==> src/rtl/sat_counter.sv <==
// sat_counter: W-bit up counter that holds at all-ones.
// Async active-low reset, synchronous clear with priority over inc.
module sat_counter #(
  parameter int W = 16
) (
  input  logic         clk,
  input  logic         rst_n,
  input  logic         clr,
  input  logic         inc,
  output logic [W-1:0] value
);

  always_ff @(posedge clk or negedge rst_n) begin
    if (!rst_n) begin
      value <= '0;
    end else if (clr) begin
      value <= '0;
    end else if (inc && (value != '1)) begin
      value <= value + 1'b1;
    end
  end

endmodule

==> config.mk <==
export PLATFORM = sky130hd
export DESIGN_NAME = sat_counter
export DESIGN_NICKNAME = d
export VERILOG_FILES = /design/src/rtl/sat_counter.sv
export SDC_FILE = /design/constraint.sdc
export NUM_CORES = 1
export LEC_CHECK = 0
export BUFFER_PORTS_ARGS = -buffer_cell sky130_fd_sc_hd__clkbuf_2
export CAP_MARGIN = 20
export CORE_ASPECT_RATIO = 1.25
export CORE_MARGIN = 1
export CORE_UTILIZATION = 42
export DETAILED_ROUTE_END_ITERATION = 8
export GPL_TIMING_DRIVEN = 0
export HOLD_SLACK_MARGIN = 0.12
export SKIP_CTS_REPAIR_TIMING = 1
export SLEW_MARGIN = 0
export SYNTH_ARGS = -nofsm -noshare
export SYNTH_HDL_FRONTEND = slang
export SYNTH_SLANG_ARGS = --single-unit
==> constraint.sdc <==
create_clock -name clk -period 1.93 [get_ports clk]
set_input_delay 0.193 -clock clk [delete_from_list [all_inputs] [get_ports clk]]
set_output_delay 0.193 -clock clk [all_outputs]
set_load 0.1 [all_outputs]
* Yosys cells after proc, flatten, opt, wreduce, memory -nomap -nowiden
Cells that the tools add are included.
** Word-level totals
- Bits in read-only memories :: 0
- Memories :: 0
- Flip-flop bits (word level) :: 16
- Word-level logic and storage cells :: 7
- Latch bits :: 0
- Output and inout bits :: 16
- Bits in writable memories :: 0
** Cells by class
- Equal/unequal tests :: 1
- Shift operators :: 0
- Reduce and logical (&&, ||, !) cells :: 2
- Divide/modulo/power cells :: 0
- Bitwise logic cells :: 0
- Multiply operators :: 0
- Mux-type cells :: 2
- Add/subtract/negate cells :: 1
- Order comparisons :: 0
** Operators with widths (count)
- 16-bit two-way mux :: 2
- 16-bit by 1-bit adder with 16-bit output, second input constant :: 1
- 16-bit inequality test, second input constant :: 1
- 2-bit nonzero test :: 1
- 1-bit logical AND :: 1

* Depth between registers and ports, before layout
- Depth after elaboration :: 4
- Mapped depth :: 6

* Worst setup path before layout
Ideal clock, no wire load.
- Path kind :: reg2reg
- Start point :: reg value[0]
- End point :: reg value[15]
- Period minus slack after synthesis :: 2.476 ns
- Setup time :: 0.128 ns
- Path slack :: -0.546 ns
- Data arrival time :: 2.349 ns
- Buffers on the path :: 0
- Stages on the path, launching flop included :: 6
- Cell sequence :: dfrtp_1 ha_1 nand4_2 nor4_4 nor4_1 mux2_1
** On the way
- Cells in the longest elaborated chain, start to end :: 3
- Elaborated cells between the ends (all ways) :: 6
- Classes of those cells :: add/sub (1); eq/ne (1); mux (2); reduce/logical (2)
** RTL lines
- from (decl) :: RTL line 10 : output logic [W-1:0] value
- from (signal assigned) :: RTL line 19 : value <= value + 1'b1;
- 16-bit by 1-bit adder with 16-bit output / 16-bit inequality test (equally long branches) :: RTL line 19, 18
- 16-bit two-way mux / 1-bit logical AND (equally long branches) :: RTL line 18 : end else if (inc && (value != '1)) begin
- 16-bit two-way mux / 2-bit nonzero test (equally long branches)
Several ways; a longest one is shown, not always the timed one. The select of a mux whose other input is x is not followed.
A chain may end at the register's enable or synchronous reset.

* Worst setup path in the final report
- Start point :: reg value[0]
- End point :: reg value[9]
Same word-level chain as after synthesis.

==> metrics.md <==
| Metric | Value |
|---|---|
| Transition time at the pin with the least slew margin | around 0.55 ns |
| Synth Instances | 98 |
| Slack of the worst reg-to-reg path | slightly below 0.08 ns |
| Chip Width | approximately 44 um |
| Worst path setup slack after routing | slightly below 0.08 ns |
| Remaining DRCs | 0 |
| Number of buffers added by the clock tree synthesis step | 3 |
| Standard cell area after detailed placement | 0.001132 mm2 |
| Hold-critical path endpoint | value[1] |
| Diodes inserted | 0 |
| Tightest slew margin relative to the limit | 0.6378 |
| Final weighted congestion of routability-driven global placement | ~0.77 |
| Final Instance Area | about 0.0012 mm2 |
| Final Hold Viols | 0 |
| First-pass DRT Iterations | 4 |
| Overall power of the completed layout | approximately 580 uW |
| Net count after synthesis | around 100 |
| DR vias/cell | between 5 and 6 |
| Clock tree from TritonCTS | built |
| Critical Path Start Type | flip-flop |
| Clock slew at reported path FFs | around 0.090 ns |
| Number of sinks on the clock net | 16 |
| Finish-stage setup viols | 0 |
| Maximum single-stage delay on the critical path | 0.46 ns |
| Number of antenna violations at the first check in global routing | 0 |
| CP top delay family | simple AND/OR/NAND/NOR gates |
| Worst hold margin | roughly 0.19 ns |
| Layout cell share with drive strength beyond 1 | 0.4050 |
| DR vias | around 880 |
| Data arrival time at the worst-slack endpoint | slightly above 2 ns |
| Hold/Removal Path Class | in -> reg |
| Total routed wirelength | around 2300 um |
| Outcome | complete, no violations |
| H-tree levels | 1 |
| Area of the die | around 0.0024 mm2 |
| Place WS | around 0.11 ns |
| Final critical-path share of the clock period | 0.9596 |
| Sequential-to-total area share from yosys stat | 0.4250 |
| Max-slew violation count | 0 |
| Worst Path Required | 2.10 ns |
| Max-cap viol count | 0 |
| Clock latency on the worst-skew pair | 0.28 ns |
| # nets final | around 130 |
| Total global routing overflow | 0 |
| Synth Area per Inst | roughly 9.6 um2 |
| Hpwl dp | ~1700 um |
| Biggest fanout along the worst timing path | 6 |
| Critical path buffer and inverter count | 0 |
| Pin count of the biggest net entering global routing | 17 |
| CP Cell Sequence | and4_2 -> nand4_1 -> nor4_1 -> mux2_1 |
| Largest registers | value x16 |
| Final TNS setup | 0 ns |
| Slowest library cell on the worst path | sky130_fd_sc_hd__dfrtp_4 |
| RSZ-0062 raised after global routing | false |
| Number of flip-flops under the largest register name | 16 |
| Post-synthesis instance area | ~940 um2 |
| Peak ir drop on the vdd network | about 280 uV |
| Starting density of the core | 0.4597 |
| Fmax achieved | 539.9 MHz |
| Launch instance of the worst register-to-register path | value[0] |
| Clock Skew | around 0.0023 ns |
| Number of global-route vias before repair | 789 |
| Area grow syn2layout | 23.64% |
| Biggest register | value |
| Total leakage power | between 0.4 and 0.5 nW |
| Number of placement rows | 18 |
| Clock Tree Root | sky130_fd_sc_hd__clkbuf_4 |
| Crit path time final | ~1.9 ns |
| Classification of the worst setup path | reg -> reg |
| Routed length per placed instance | around 15 um |
| Initial detailed-routing violation count | 30 |
| Worst hold path stage count | 3 |
| Start point of the worst min-delay path | inc |
| Combined global-route utilization of all metal layers | 0.2118 |
| #FFs+latches synth | 16 |
| Unique masters post-synth | 28 |
| IO Port Bufs | 19 |
| Logic depth of the worst register-to-register path | 4 |
| Placeable Area | between 0.002 and 0.0025 mm2 |
| Total power divided by cell area | 500.2 mW/mm2 |
| I/O pin cnt | 20 |
| Y dimension of the die | 54.96 um |
| Worst flop-to-flop path endpoint | value[9] |
| Deepest clock path buffer count | 2 |
| Antenna-violating nets left | 0 |
| Setup crit end kind | flip-flop |
| Synthesis warning total | 0 |
| Global-route wire length before repair | roughly 3700 um |
-- cell usage after synthesis --
library cell | instances | area share
sky130_fd_sc_hd__nand2_1 | 6 | 0.024
sky130_fd_sc_hd__or3_1 | 2 | 0.013
sky130_fd_sc_hd__or4_2 | 2 | 0.019
sky130_fd_sc_hd__dfrtp_1 | 16 | 0.42
sky130_fd_sc_hd__ha_1 | 1 | 0.013
sky130_fd_sc_hd__nand3_1 | 3 | 0.016
sky130_fd_sc_hd__nor2b_1 | 4 | 0.027
sky130_fd_sc_hd__mux2_1 | 4 | 0.048
sky130_fd_sc_hd__nor4_4 | 1 | 0.023
sky130_fd_sc_hd__or3_2 | 1 | 0.0080
sky130_fd_sc_hd__o21ai_0 | 1 | 0.0053
sky130_fd_sc_hd__nor2_1 | 4 | 0.016
sky130_fd_sc_hd__clkbuf_1 | 4 | 0.016
sky130_fd_sc_hd__nor4_1 | 4 | 0.027
sky130_fd_sc_hd__and4_2 | 2 | 0.021
sky130_fd_sc_hd__a211oi_2 | 1 | 0.013
sky130_fd_sc_hd__or4_1 | 5 | 0.040
sky130_fd_sc_hd__nand3b_1 | 1 | 0.0080
sky130_fd_sc_hd__o211ai_2 | 1 | 0.013
sky130_fd_sc_hd__and3_1 | 2 | 0.013
sky130_fd_sc_hd__nand4_1 | 6 | 0.040
sky130_fd_sc_hd__a21oi_1 | 11 | 0.058
sky130_fd_sc_hd__o31ai_1 | 7 | 0.056
sky130_fd_sc_hd__buf_6 | 1 | 0.012
sky130_fd_sc_hd__nor3_1 | 1 | 0.0053
sky130_fd_sc_hd__o21ai_1 | 3 | 0.016
sky130_fd_sc_hd__nand4_2 | 1 | 0.013
sky130_fd_sc_hd__inv_1 | 3 | 0.012
-- how the worst max path moves through the flow --
stage	slack [ns]	end	cells after the start	from
2_1_floorplan	0.006	value[15]	4	value[9]
3_3_place_gp	0.13	value[15]	4	value[15]
3_5_place_dp	0.11	value[9]	4	value[0]
4_1_cts	0.09	value[9]	4	value[0]
5_1_grt	0.01	value[9]	4	value[0]
6_report	0.08	value[9]	4	value[0]
-- layer usage --
layer  routed length, um  vias to the layer above  share of wire  global-route usage
met1                1040                      426           0.46              0.2688
met2                1145                       19           0.50              0.3750
met5                   0                        -              0                   0
met3                  64                        4          0.028             0.01948
met4                  30                        0          0.013             0.07576
li1                    -                      429              -                   -
-- layout by cell type (no fill, tap or decap), drive strengths merged --
| master | n |
|---|---|
| dfrtp | 16 |
| ha | 1 |
| a21oi | 11 |
| nand3b | 1 |
| nor2b | 4 |
| and3 | 2 |
| nand2 | 6 |
| or3 | 3 |
| o21ai | 4 |
| nor2 | 4 |
| mux2 | 4 |
| nor3 | 1 |
| o31ai | 7 |
| nand3 | 3 |
| inv | 3 |
| o211ai | 1 |
| and4 | 2 |
| clkbuf | 26 |
| dlygate4sd3 | 1 |
| nor4 | 5 |
| buf | 1 |
| or4 | 7 |
| nand4 | 7 |
| a211oi | 1 |
-- per-stage QoR --
step,utilization,std cells
after global routing,0.5684,151
final,0.5684,151
after floorplan,-,98
after detailed placement,0.5525,147
after global placement,0.5525,147
after CTS,0.5635,150
-- area by class of cell --
cell class,instances,area (um2)
fillers,190,884.6
clock buffers,3,22.52
repair buffers,20,105.1
plain buffers,5,26.28
inverters,3,11.26
flip-flops and latches,16,445.4
multi-input cells,74,516.7
well taps,30,37.54
-- power breakdown --
group	internal [mW]	switching [mW]
Clock	0.0725	0.101
Combinational	0.0135	0.0505
Sequential	0.340	0.00552
Total	0.426	0.157
-- kinds of logic (layout without fill, tap and decap cells) --
| group | Yosys count | in the layout | synth area share |
|---|---|---|---|
| simple gates | 45 | 45 | 0.3121 |
| compound gates | 24 | 24 | 0.1620 |
| flops | 16 | 16 | 0.4250 |
| buf+inv | 8 | 31 | 0.03983 |
| mux | 4 | 4 | 0.04781 |
| fa+ha+maj | 1 | 1 | 0.01328 |
-- worst register-to-register path, stage by stage, from the launching register on --
cell	delay, ns
sky130_fd_sc_hd__dfrtp_4	0.46
sky130_fd_sc_hd__and4_2	0.26
sky130_fd_sc_hd__nand4_1	0.22
sky130_fd_sc_hd__nor4_1	0.44
sky130_fd_sc_hd__mux2_1	0.36
Power figures use the tool's default switching activity.
